==> src/rtl/rns_pkg.sv <==
// Shared constants and types for the RNS subtract-correction datapath.
// Each correction constant is below its modulus, so one conditional add undoes any borrow.
package rns_pkg;

  localparam int unsigned NUM_RNS_DIGITS = 8;

  localparam int unsigned MODULI [NUM_RNS_DIGITS] = '{
    177147, 78125, 117649, 161051, 83521, 130321, 131072, 259081
  };
  localparam int unsigned COR_C1 [NUM_RNS_DIGITS] = '{
    33343, 1000, 2000, 3000, 4000, 5000, 6000, 7000
  };
  localparam int unsigned COR_C2 [NUM_RNS_DIGITS] = '{
    143804, 50000, 60000, 70000, 80000, 90000, 100000, 110000
  };

  typedef enum logic [1:0] {
    CorNone = 2'd0,
    CorSub1 = 2'd1,
    CorSub2 = 2'd2,
    CorRsvd = 2'd3
  } cor_sel_e;

endpackage

==> src/rtl/sub_cor_stage_np_if.sv <==
// Valid/ready word interface of the subtract-correction stage.
// The slave modport is the stage itself; the master modport is its environment.
interface sub_cor_stage_np_if #(
  parameter int unsigned NUM_DIGITS = 8,
  parameter int unsigned DATA_WIDTH = 18,
  parameter int unsigned CNT_WIDTH  = 16
);

  logic                                 in_valid;
  logic                                 in_ready;
  logic [NUM_DIGITS-1:0][DATA_WIDTH-1:0] dig_in;
  logic [1:0]                           sign_in;
  logic                                 out_valid;
  logic                                 out_ready;
  logic [NUM_DIGITS-1:0][DATA_WIDTH-1:0] result;
  logic [NUM_DIGITS-1:0]                digit_err;
  logic                                 sign_err;
  logic [CNT_WIDTH-1:0]                 err_count;

  modport slave (
    input  in_valid, dig_in, sign_in, out_ready,
    output in_ready, out_valid, result, digit_err, sign_err, err_count
  );

  modport master (
    output in_valid, dig_in, sign_in, out_ready,
    input  in_ready, out_valid, result, digit_err, sign_err, err_count
  );

endinterface

==> src/rtl/mod_sub_digit.sv <==
// One residue digit: S1 registers the signed difference, S2 folds it back into [0, MODULUS).
module mod_sub_digit
  import rns_pkg::*;
#(
  parameter int unsigned DATA_WIDTH = 18,
  parameter int unsigned MODULUS    = 177147,
  parameter int unsigned C1         = 33343,
  parameter int unsigned C2         = 143804
) (
  input  logic                  clk,
  input  logic                  rst_n,
  input  logic                  s1_en_i,
  input  logic                  s2_en_i,
  input  logic [DATA_WIDTH-1:0] dig_i,
  input  cor_sel_e              sel_i,
  output logic                  range_err_o,
  output logic [DATA_WIDTH-1:0] result_o,
  output logic                  digit_err_o
);

  localparam logic [DATA_WIDTH-1:0] ModW = DATA_WIDTH'(MODULUS);
  localparam logic [DATA_WIDTH-1:0] CorC1 = DATA_WIDTH'(C1);
  localparam logic [DATA_WIDTH-1:0] CorC2 = DATA_WIDTH'(C2);

  logic [DATA_WIDTH-1:0]        cor;
  logic signed [DATA_WIDTH:0]   diff_d, diff_q;
  logic                         derr_s1_d, derr_s1_q;
  logic [DATA_WIDTH-1:0]        wrapped;
  logic [DATA_WIDTH-1:0]        res_d, res_q;
  logic                         derr_s2_q;

  always_comb begin
    cor = '0;
    unique case (sel_i)
      CorSub1:          cor = CorC1;
      CorSub2:          cor = CorC2;
      CorNone, CorRsvd: cor = '0;
    endcase
    derr_s1_d = (dig_i >= ModW);
    diff_d    = $signed({1'b0, dig_i}) - $signed({1'b0, cor});
  end

  // Modular add only needs the low bits; the borrow is cancelled by adding MODULUS.
  always_comb begin
    wrapped = diff_q[DATA_WIDTH-1:0] + ModW;
    if (derr_s1_q) begin
      res_d = '0;
    end else if (diff_q[DATA_WIDTH]) begin
      res_d = wrapped;
    end else begin
      res_d = diff_q[DATA_WIDTH-1:0];
    end
  end

  always_ff @(posedge clk or negedge rst_n) begin
    if (!rst_n) begin
      diff_q    <= '0;
      derr_s1_q <= 1'b0;
      res_q     <= '0;
      derr_s2_q <= 1'b0;
    end else begin
      if (s1_en_i) begin
        diff_q    <= diff_d;
        derr_s1_q <= derr_s1_d;
      end
      if (s2_en_i) begin
        res_q     <= res_d;
        derr_s2_q <= derr_s1_q;
      end
    end
  end

  assign range_err_o = derr_s1_d;
  assign result_o    = res_q;
  assign digit_err_o = derr_s2_q;

endmodule

==> src/rtl/sub_cor_stage_np.sv <==
// Two-stage residue subtract-correction with bubble-collapsing valid/ready control
// and a saturating count of erroneous words.
module sub_cor_stage_np
  import rns_pkg::*;
#(
  parameter int unsigned NUM_DIGITS = 8,
  parameter int unsigned DATA_WIDTH = 18,
  parameter int unsigned CNT_WIDTH  = 16
) (
  input logic              clk,
  input logic              rst_n,
  sub_cor_stage_np_if.slave bus
);

  logic                                  s1_valid_d, s1_valid_q;
  logic                                  s2_valid_d, s2_valid_q;
  logic                                  s1_load, s2_load;
  logic                                  s1_en, s2_en;
  logic                                  sign_err_s1_d, sign_err_s1_q;
  logic                                  sign_err_s2_q;
  logic [CNT_WIDTH-1:0]                  cnt_d, cnt_q;
  logic [NUM_DIGITS-1:0]                 range_err;
  logic [NUM_DIGITS-1:0][DATA_WIDTH-1:0] res;
  logic [NUM_DIGITS-1:0]                 derr;
  cor_sel_e                              sel;

  assign sel = cor_sel_e'(bus.sign_in);

  for (genvar i = 0; i < NUM_DIGITS; i++) begin : g_digit
    mod_sub_digit #(
      .DATA_WIDTH (DATA_WIDTH),
      .MODULUS    (MODULI[i]),
      .C1         (COR_C1[i]),
      .C2         (COR_C2[i])
    ) u_digit (
      .clk         (clk),
      .rst_n       (rst_n),
      .s1_en_i     (s1_en),
      .s2_en_i     (s2_en),
      .dig_i       (bus.dig_in[i]),
      .sel_i       (sel),
      .range_err_o (range_err[i]),
      .result_o    (res[i]),
      .digit_err_o (derr[i])
    );
  end

  // Data registers only move with a real word, so outputs stay put across bubbles.
  always_comb begin
    s2_load       = !s2_valid_q || bus.out_ready;
    s1_load       = !s1_valid_q || s2_load;
    s1_en         = s1_load && bus.in_valid;
    s2_en         = s2_load && s1_valid_q;
    s1_valid_d    = s1_load ? bus.in_valid : s1_valid_q;
    s2_valid_d    = s2_load ? s1_valid_q : s2_valid_q;
    sign_err_s1_d = (sel == CorRsvd);
    cnt_d         = cnt_q;
    if (s1_en && ((|range_err) || sign_err_s1_d) && (cnt_q != {CNT_WIDTH{1'b1}})) begin
      cnt_d = cnt_q + CNT_WIDTH'(1);
    end
  end

  always_ff @(posedge clk or negedge rst_n) begin
    if (!rst_n) begin
      s1_valid_q    <= 1'b0;
      s2_valid_q    <= 1'b0;
      sign_err_s1_q <= 1'b0;
      sign_err_s2_q <= 1'b0;
      cnt_q         <= '0;
    end else begin
      s1_valid_q <= s1_valid_d;
      s2_valid_q <= s2_valid_d;
      cnt_q      <= cnt_d;
      if (s1_en) begin
        sign_err_s1_q <= sign_err_s1_d;
      end
      if (s2_en) begin
        sign_err_s2_q <= sign_err_s1_q;
      end
    end
  end

  assign bus.in_ready  = s1_load;
  assign bus.out_valid = s2_valid_q;
  assign bus.result    = res;
  assign bus.digit_err = derr;
  assign bus.sign_err  = sign_err_s2_q;
  assign bus.err_count = cnt_q;

endmodule

==> src/flat_wrapper.sv <==
// flat-port wrapper written by rule: the top's interface ports become plain ports
module sub_cor_stage_np_flat import rns_pkg::*;
#(
  parameter int unsigned NUM_DIGITS = 8,
  parameter int unsigned DATA_WIDTH = 18,
  parameter int unsigned CNT_WIDTH  = 16
)
  (clk, rst_n, bus_in_valid, bus_dig_in, bus_sign_in, bus_out_ready, bus_in_ready, bus_out_valid, bus_result, bus_digit_err, bus_sign_err, bus_err_count);
  sub_cor_stage_np_if #(.NUM_DIGITS(NUM_DIGITS), .DATA_WIDTH(DATA_WIDTH), .CNT_WIDTH(CNT_WIDTH)) bus_i ();
  input logic clk;
  input logic rst_n;
  input wire logic [$bits(bus_i.in_valid)-1:0] bus_in_valid;
  input wire logic [$bits(bus_i.dig_in)-1:0] bus_dig_in;
  input wire logic [$bits(bus_i.sign_in)-1:0] bus_sign_in;
  input wire logic [$bits(bus_i.out_ready)-1:0] bus_out_ready;
  output wire logic [$bits(bus_i.in_ready)-1:0] bus_in_ready;
  output wire logic [$bits(bus_i.out_valid)-1:0] bus_out_valid;
  output wire logic [$bits(bus_i.result)-1:0] bus_result;
  output wire logic [$bits(bus_i.digit_err)-1:0] bus_digit_err;
  output wire logic [$bits(bus_i.sign_err)-1:0] bus_sign_err;
  output wire logic [$bits(bus_i.err_count)-1:0] bus_err_count;
  assign bus_i.in_valid = bus_in_valid;
  assign bus_i.dig_in = bus_dig_in;
  assign bus_i.sign_in = bus_sign_in;
  assign bus_i.out_ready = bus_out_ready;
  assign bus_in_ready = bus_i.in_ready;
  assign bus_out_valid = bus_i.out_valid;
  assign bus_result = bus_i.result;
  assign bus_digit_err = bus_i.digit_err;
  assign bus_sign_err = bus_i.sign_err;
  assign bus_err_count = bus_i.err_count;
  sub_cor_stage_np #(.NUM_DIGITS(NUM_DIGITS), .DATA_WIDTH(DATA_WIDTH), .CNT_WIDTH(CNT_WIDTH)) u_core (.clk(clk), .rst_n(rst_n), .bus(bus_i));
endmodule
==> config.mk <==
export PLATFORM = sky130hd
export DESIGN_NAME = sub_cor_stage_np_flat
export DESIGN_NICKNAME = d
export VERILOG_FILES = /design/src/rtl/rns_pkg.sv /design/src/rtl/sub_cor_stage_np_if.sv /design/src/rtl/mod_sub_digit.sv /design/src/rtl/sub_cor_stage_np.sv /design/src/flat_wrapper.sv
export SDC_FILE = /design/constraint.sdc
export NUM_CORES = 1
export LEC_CHECK = 0
export CAP_MARGIN = 20
export CORE_MARGIN = 5
export CORE_UTILIZATION = 35
export CTS_BUF_LIST = sky130_fd_sc_hd__clkbuf_2 sky130_fd_sc_hd__clkbuf_4 sky130_fd_sc_hd__clkbuf_8
export DETAILED_ROUTE_END_ITERATION = 10
export SYNTH_ARGS = -nofsm -noshare
export SYNTH_HDL_FRONTEND = slang
export SYNTH_SLANG_ARGS = --single-unit
==> constraint.sdc <==
create_clock -name clk -period 4.9 [get_ports clk]
set_clock_uncertainty 0.2 [all_clocks]
set_input_delay 0.98 -clock clk [delete_from_list [all_inputs] [get_ports clk]]
set_output_delay 0.98 -clock clk [all_outputs]
set_load 0.02 [all_outputs]
==> impl_metrics.csv, run 1 <==
group,metric,value,unit
outcome,status,"finished clean",
logic_synthesis,synth.net_count,2360,
clocking,postCtsSetupBuffers,0,
floorplan,dieArea,0.05910,mm2
global_routing,grt_max_degree,117,
critical_path,critPathMaxFanout,14,
cells_and_area,fillers,5191,
logic_synthesis,synthMuxAreaShare,0.01441,
logic_synthesis,yosys_most_used_dff,"dfrtp_1",
critical_path,cp_data_required_time,5.21,ns
sta,hold_violations,0,
clocking,cts-root-buf,"clkbuf_8",
sta,period_minus_slack,3.928,ns
sta,final.period_utilization,0.8017,
sta,setup_tns,0,ns
floorplan,core,0.05381,mm2
floorplan,rows,85,
clocking,clk_pin_slew,0.07,ns
pwr,leakage,0.01040,uW
pwr,power_density,417.2,mW/mm2
sta,relSlewSlack,0.3950,
floorplan,die_h,243.1,um
logic_synthesis,yosysWarnings,0,
global_routing,grt_pass1_wl,89930,um
floorplan,initial_core_util,0.3534,
global_routing,gr-total-overflow,0,
floorplan,fp.dieW,243.1,um
sta,worst_slew_pin_slew,0.9075,ns
detailed_routing,drtPass1Iterations,5,
logic_synthesis,synth_edf_count,0,
detailed_routing,wl_per_cell,17.84,um
detailed_routing,totalWireLength,56680,um
critical_path,start_kind,"input pin",
sta,fmax,254.6,MHz
clocking,hold_buffers,0,
placement,portBuffers,320,
detailed_routing,drt_iter0_markers,794,
clocking,clk_latency,0.64,ns
logic_synthesis,syn_inst,2106,
detailed_routing,drc_errors,0,
detailed_routing,drtAntennaViolNets,0,
global_routing,grt_usage,0.1859,
run,drv_cap,0,
clocking,post_cts_resized,0,
worst_hold_path,hold_path_class,"in -> async",
global_routing,grt_pass1_vias,16500,
critical_path,crit_arrival,4.24,ns
cells_and_area,drive_gt1_frac,0.07546,
logic_synthesis,ys_seq_area_frac,0.4368,
clocking,clockBufferDepth,3,
clocking,cts.sinks,332,
logic_synthesis,netlist-cell-type-count,75,
logic_synthesis,yosys.area_share.simple,0.1856,
logic_synthesis,synthAdderAreaFrac,0.07118,
clocking,cts_max_level,2,
clocking,cts_tree,"yes",
sta,slew_viol_final,0,
placement,gp_congestion,0.9347,
logic_synthesis,ys_ff_latch,332,
critical_path,cp-end-kind,"flop",
pwr,max-vdd-ir-drop,208.1,uV
cells_and_area,syn2layout_area_growth,28.02,%
logic_synthesis,async_reset_ff_frac,1.000,
placement,place_hpwl,41980,um
detailed_routing,vias,16360,
logic_synthesis,synth_top_family_by_area,"simple AND/OR/NAND/NOR gates",
logic_synthesis,synth-compound-area-share,0.1686,
global_routing,antenna_found_initial,2,
sta,grt_setup_unrepaired,"no",
sta,setup_viol,0,
detailed_routing,avgViaCountPerCell,5.150,
logic_synthesis,avgSynthCellArea,9.031,um2
sta,fin_hold_ws,0.2416,ns
cells_and_area,nNetsFinal,2683,
logic_synthesis,synth_xor_xnor_area_share,0.09486,
critical_path,worstSetupPathType,"in -> reg",
floorplan,ioPinCount,321,
pwr,total_power,10160,uW
clocking,cts_buffers,60,
logic_synthesis,synthesis.area,0.01902,mm2
==> logic make-up (layout without fill, tap and decap cells) <==
family,count (synthesis),in the layout
other,0,2
AND/OR/NAND/NOR,780,780
multiplexers,25,25
AO/OA/AOI/OAI,523,523
flip-flops,332,332
buffers and inverters,136,508
adder cells (fa/ha/maj),104,104
XOR/XNOR,206,206
==> layout make-up <==
type / count / area (um2) / area share
tap: 696 / 870.8 / 0.03576
clock inverter: 10 / 81.33 / 0.003340
multi-input combinational: 1638 / 10190 / 0.4185
sequential: 332 / 8308 / 0.3412
timing repair buffer: 347 / 3486 / 0.1432
antenna: 2 / 5.005 / 0.0002055
clock buffer: 101 / 1221 / 0.05015
inverter: 50 / 187.7 / 0.007708
==> registers in the layout, summed over array words and instances, names as in the netlist <==
signal and count:
u_core.bus.err_count 16, u_core.bus.out_valid 1, u_core.bus.sign_err 1, u_core.g_digit.u_digit.derr_s1_q 8, u_core.g_digit.u_digit.diff_q 152, u_core.g_digit.u_digit.digit_err_o 8
u_core.g_digit.u_digit.result_o 144, u_core.s1_valid_q 1, u_core.sign_err_s1_q 1
==> stage by stage <==
step | utilization | instance area [um2] | instances | worst slack [ns]
2_1_floorplan | - | 19020 | 2106 | 0.6985
3_3_place_gp | 0.4282 | 23040 | 3063 | 0.3961
3_5_place_dp | 0.4282 | 23040 | 3063 | 0.3075
4_1_cts | 0.4524 | 24340 | 3174 | 1.034
5_1_grt | 0.4524 | 24350 | 3175 | 0.7782
6_report | 0.4525 | 24350 | 3176 | 0.9717
==> Yosys cell counts (3+ instances only) <==
library cell / n / share of area
fa_1: 7 / 0.0074
nand2b_1: 40 / 0.013
nand3_1: 46 / 0.012
or2_2: 12 / 0.0039
and2_1: 5 / 0.0016
a21o_1: 16 / 0.0063
nor4_1: 21 / 0.0069
a31oi_1: 17 / 0.0056
nor2_1: 75 / 0.015
a21oi_1: 67 / 0.018
a211oi_1: 16 / 0.0063
a211o_1: 4 / 0.0018
o41ai_1: 10 / 0.0046
a21boi_0: 9 / 0.0036
mux2i_1: 6 / 0.0032
xor2_1: 100 / 0.046
or3_1: 16 / 0.0053
nor3_1: 42 / 0.011
o31ai_1: 42 / 0.017
and3_1: 13 / 0.0043
o31a_1: 4 / 0.0018
a22o_1: 20 / 0.0092
buf_1: 5 / 0.00099
o211ai_1: 5 / 0.0020
buf_4: 8 / 0.0032
xnor2_1: 106 / 0.049
or4_1: 5 / 0.0020
a2111oi_0: 5 / 0.0023
nand2_1: 442 / 0.087
clkbuf_1: 72 / 0.014
a41o_1: 3 / 0.0016
o21ai_0: 245 / 0.064
dfrtp_1: 332 / 0.44
mux2_2: 19 / 0.011
inv_1: 50 / 0.0099
ha_1: 97 / 0.064
nand4_1: 23 / 0.0076
o21ai_1: 17 / 0.0045
o21a_1: 15 / 0.0059
nor2b_1: 22 / 0.0072
o21bai_1: 3 / 0.0012
nand3b_1: 7 / 0.0028
==> where the power goes <==
group / internal, uW / switching (uW)
sequential: 3370 / 613
combinational: 1560 / 1800
clock: 1610 / 1200
==> critical path, stage by stage <==
cell	delay [ns]
clkdlybuf4s50_1	0.54
inv_1	0.06
ha_2	0.37
buf_4	0.29
ha_1	0.32
o21a_1	0.13
o21ai_0	0.32
a211oi_1	0.22
or3_1	0.43
a311oi_1	0.31
xor2_1	0.17
o21ai_1	0.07
==> path summary, 6_finish.rpt <==
check	start	depth (start not counted)	slack, ns	end
max reg2reg	u_core.g_digit[2].u_digit.diff_q[0]$_DFFE_PN0P_	7	2.15	u_core.g_digit[2].u_digit.result_o[17]$_DFFE_PN0P_
min	rst_n	1	0.24	u_core.g_digit[2].u_digit.result_o[7]$_DFFE_PN0P_
max in group asynchronous	rst_n	2	3.29	u_core.g_digit[0].u_digit.diff_q[6]$_DFFE_PN0P_
min in group clk	u_core.g_digit[3].u_digit.result_o[17]$_DFFE_PN0P_	2	0.28	u_core.g_digit[3].u_digit.result_o[17]$_DFFE_PN0P_
min reg2reg	u_core.g_digit[3].u_digit.result_o[17]$_DFFE_PN0P_	2	0.28	u_core.g_digit[3].u_digit.result_o[17]$_DFFE_PN0P_
max	bus_sign_in[0]	12	0.97	u_core.g_digit[0].u_digit.diff_q[17]$_DFFE_PN0P_
==> layer usage <==
metal,share of wire,vias up,track usage
met5,0,-,0
met4,0.026,0,0.05891
met1,0.45,7824,0.2449
li1,-,8017,-
met2,0.47,420,0.3111
met3,0.055,94,0.03520
==> layout by cell type, fill, tap and decap left out, types with 10 or more instances in the layout <==
cell and count:
and3_1 13, buf_4 21, o21ai_1 17, nor2_1 75
a21o_1 16, mux2_2 19, clkdlybuf4s50_1 319, clkbuf_8 74
or2_2 12, dfrtp_1 332, xnor2_1 106, a21oi_1 67
nor3_1 42, o31ai_1 42, a22o_1 20, a31oi_1 17
xor2_1 100, o21a_1 15, nor2b_1 22, nand2b_1 40
o21ai_0 245, nand3_1 46, nand4_1 23, a211oi_1 16
clkbuf_4 27, o41ai_1 10, nand2_1 440, inv_1 49
nor4_1 21, or3_1 16, ha_1 96
Note: power is estimated with default switching activity, not from simulation.
==> inputs of run 2 (changes only) <==
==> constraint.sdc (replaced) <==
create_clock -name clk -period 3.67 [get_ports clk]
set_clock_uncertainty 0.2 [all_clocks]
set_input_delay 0.734 -clock clk [delete_from_list [all_inputs] [get_ports clk]]
set_output_delay 0.734 -clock clk [all_outputs]
set_load 0.02 [all_outputs]
==> impl_metrics.csv, run 2 (synthesized netlist as in run 1, its figures left out) <==
group,metric,value,unit
pwr,swShare,0.3547,
sta,worst_slew_pin_slew,0.6853,ns
cells_and_area,syn2layout_area_growth,34.79,%
detailed_routing,vias,16960,
sta,final.period_utilization,0.9726,
critical_path,crit_path_top_delay_cell,"a2111oi_1",
cells_and_area,layout_commonest_cell,"nand2_1",
pwr,leakage,0.01119,uW
placement,portBuffers,320,
sta,relSlewSlack,0.5371,
placement,gp_congestion,0.8842,
cells_and_area,drive_gt1_frac,0.1319,
global_routing,grt_pass1_vias,16910,
worst_hold_path,hold_start,"u_core.g_digit[4].u_digit.result_o[15]$_DFFE_PN0P_",
sta,slew_viol_final,0,
pwr,power_frac_seq,0.389,
cells_and_area,top_register,"u_core.g_digit.u_digit.diff_q",
critical_path,critPathMaxFanout,6,
clocking,cts.sinks,332,
global_routing,grt_max_degree,108,
global_routing,gr-total-overflow,0,
critical_path,cp_data_required_time,4.05,ns
pwr,pwr-share-clk,0.265,
detailed_routing,avgViaCountPerCell,5.093,
critical_path,r2r-start,"u_core.g_digit[0].u_digit.diff_q[6]$_DFFE_PN0P_",
critical_path,start_kind,"input pin",
outcome,status,"finished clean",
clocking,cts_tree,"yes",
critical_path,reg2reg_depth,8,
run,drv_cap,0,
critical_path,r2r-end,"u_core.g_digit[0].u_digit.result_o[17]$_DFFE_PN0P_",
worst_hold_path,hold_path_class,"reg -> reg",
clocking,postCtsSetupBuffers,0,
cells_and_area,nNetsFinal,2842,
critical_path,slowest_delay,0.58,ns
pwr,internal_power,8855,uW
sta,hold_violations,0,
cells_and_area,final_cell_mix,"nand2_1, dfrtp_1, clkdlybuf4s50_1",
detailed_routing,drc_errors,0,
placement,place_hpwl,44700,um
floorplan,rows,85,
clocking,cts_max_level,2,
floorplan,ioPinCount,321,
sta,fmax,280.2,MHz
floorplan,initial_core_util,0.3534,
detailed_routing,wl_per_cell,17.35,um
global_routing,antenna_found_initial,2,
critical_path,cp-end-kind,"flop",
critical_path,regToRegSetupSlack,1.04,ns
detailed_routing,drt_iter0_markers,982,
clocking,clk_latency,0.65,ns
pwr,p_switching,4868,uW
clocking,cts-root-buf,"clkbuf_8",
floorplan,dieArea,0.05910,mm2
critical_path,cp_cell_sequence,"clkdlybuf4s50_1, buf_4, inv_12, ha_4, buf_12, ha_1, nor2b_1, o21ai_1, a21boi_0, o21ai_1, a2111oi_1, nor4b_1, buf_4, xor2_1, o21ai_0",
worst_hold_path,min_path_cells,2,
floorplan,die_h,243.1,um
critical_path,worstSetupPathType,"in -> reg",
pwr,power_density,535.3,mW/mm2
clocking,clockBufferDepth,3,
clocking,clk_pin_slew,0.06,ns
floorplan,core,0.05381,mm2
global_routing,grt_usage,0.1894,
sta,period_minus_slack,3.569,ns
sta,grt_setup_unrepaired,"no",
global_routing,grt_pass1_wl,91580,um
detailed_routing,totalWireLength,57760,um
detailed_routing,drtAntennaViolNets,0,
clocking,cts_buffers,59,
pwr,combPwrFrac,0.346,
floorplan,fp.dieW,243.1,um
pwr,max-vdd-ir-drop,380.9,uV
sta,fin_hold_ws,0.2750,ns
worst_hold_path,hold_end,"u_core.g_digit[4].u_digit.result_o[15]$_DFFE_PN0P_",
detailed_routing,drtPass1Iterations,5,
cells_and_area,largest_reg_flops,152,
critical_path,crit_arrival,3.95,ns
sta,setup_viol,0,
pwr,total_power,13720,uW
-- run 2: cell count changes in the layout (fill, tap and decap cells not counted), sizes merged --
cell,delta
buf,+159
clkbuf,-13
clkinv,+5
dlygate4sd3,+1
clkinvlp,+1
-- run 2: worst max-delay path by stage --
stage                                                       endpoint      startpoint
floorplan           u_core.g_digit[5].u_digit.diff_q[14]$_DFFE_PN0P_  bus_sign_in[0]
global placement    u_core.g_digit[7].u_digit.diff_q[17]$_DFFE_PN0P_  bus_sign_in[0]
detailed placement  u_core.g_digit[3].u_digit.diff_q[16]$_DFFE_PN0P_  bus_sign_in[0]
CTS                 u_core.g_digit[0].u_digit.diff_q[17]$_DFFE_PN0P_  bus_sign_in[0]
global route        u_core.g_digit[3].u_digit.diff_q[16]$_DFFE_PN0P_  bus_sign_in[0]
finish              u_core.g_digit[3].u_digit.diff_q[16]$_DFFE_PN0P_  bus_sign_in[0]
-- run 2: area by class of cell --
type	instances	area [um2]
Clock buffer	88	1142
Inverter	50	207.7
Tap cell	696	870.8
Multi-Input combinational cell	1638	10240
Clock inverter	16	118.9
Sequential cell	332	8308
Timing Repair Buffer	507	4740
Antenna cell	2	5.005
Fill cell	5039	28180
-- run 2: repair_timing --
action | CTS | global route
gates resized for setup | 0 | 3
hold buffers | 1 | 0
endpoints found under the setup margin | 0 | 3
hold endpoints to repair | 61 | 0
-- run 2: metrics by stage --
stage	cell area (um2)	std cells	util	worst slack, ns	setup TNS (ns)
4_1_cts	25620	3327	0.4761	0.1929	0
5_1_grt	25640	3329	0.4764	0.02801	0
3_5_place_dp	24350	3222	0.4524	-0.5425	-20.12
6_report	25640	3329	0.4764	0.1007	0
2_1_floorplan	19080	2106	-	-0.01091	-0.01091
3_3_place_gp	24350	3222	0.4524	-0.5060	-18.05
-- run 2: worst max-delay path, delay by kind of cell --
kind                     cells  cell delay, ns
AO/OA/AOI/OAI                5            1.25
adder cells (fa/ha/maj)      2            0.52
buffers and inverters        5            1.06
AND/OR/NAND/NOR              2            0.24
XOR/XNOR                     1            0.13
-- run 2: power by group through the flow --
| stage | combinational [uW] | clock, uW | sequential (uW) |
|---|---|---|---|
| detailed placement | 4780 | 0 | 5390 |
| floorplan | 2090 | 0 | 5720 |
| global route | 5190 | 3930 | 5460 |
| finish | 4750 | 3630 | 5340 |
| global placement | 4710 | 0 | 5370 |
| CTS | 4800 | 3760 | 5350 |
-- run 2: layer usage --
metal	GRT usage	wire [um]	vias to the layer above
met2	0.3084	26620	421
met1	0.2598	26880	8091
met5	0	0	-
met4	0.05474	1469	0
met3	0.03432	2786	92
li1	-	-	8352
==> inputs of run 3 (changes only) <==
--- a/config.mk
+++ b/config.mk
@@ -10,6 +10,7 @@
 export CORE_UTILIZATION = 35
 export CTS_BUF_LIST = sky130_fd_sc_hd__clkbuf_2 sky130_fd_sc_hd__clkbuf_4 sky130_fd_sc_hd__clkbuf_8
 export DETAILED_ROUTE_END_ITERATION = 10
+export SETUP_SLACK_MARGIN = 0.02
 export SYNTH_ARGS = -nofsm -noshare
 export SYNTH_HDL_FRONTEND = slang
 export SYNTH_SLANG_ARGS = --single-unit
==> results of run 3 <==
Final layout, timing and power as in run 2 (identical DEF).
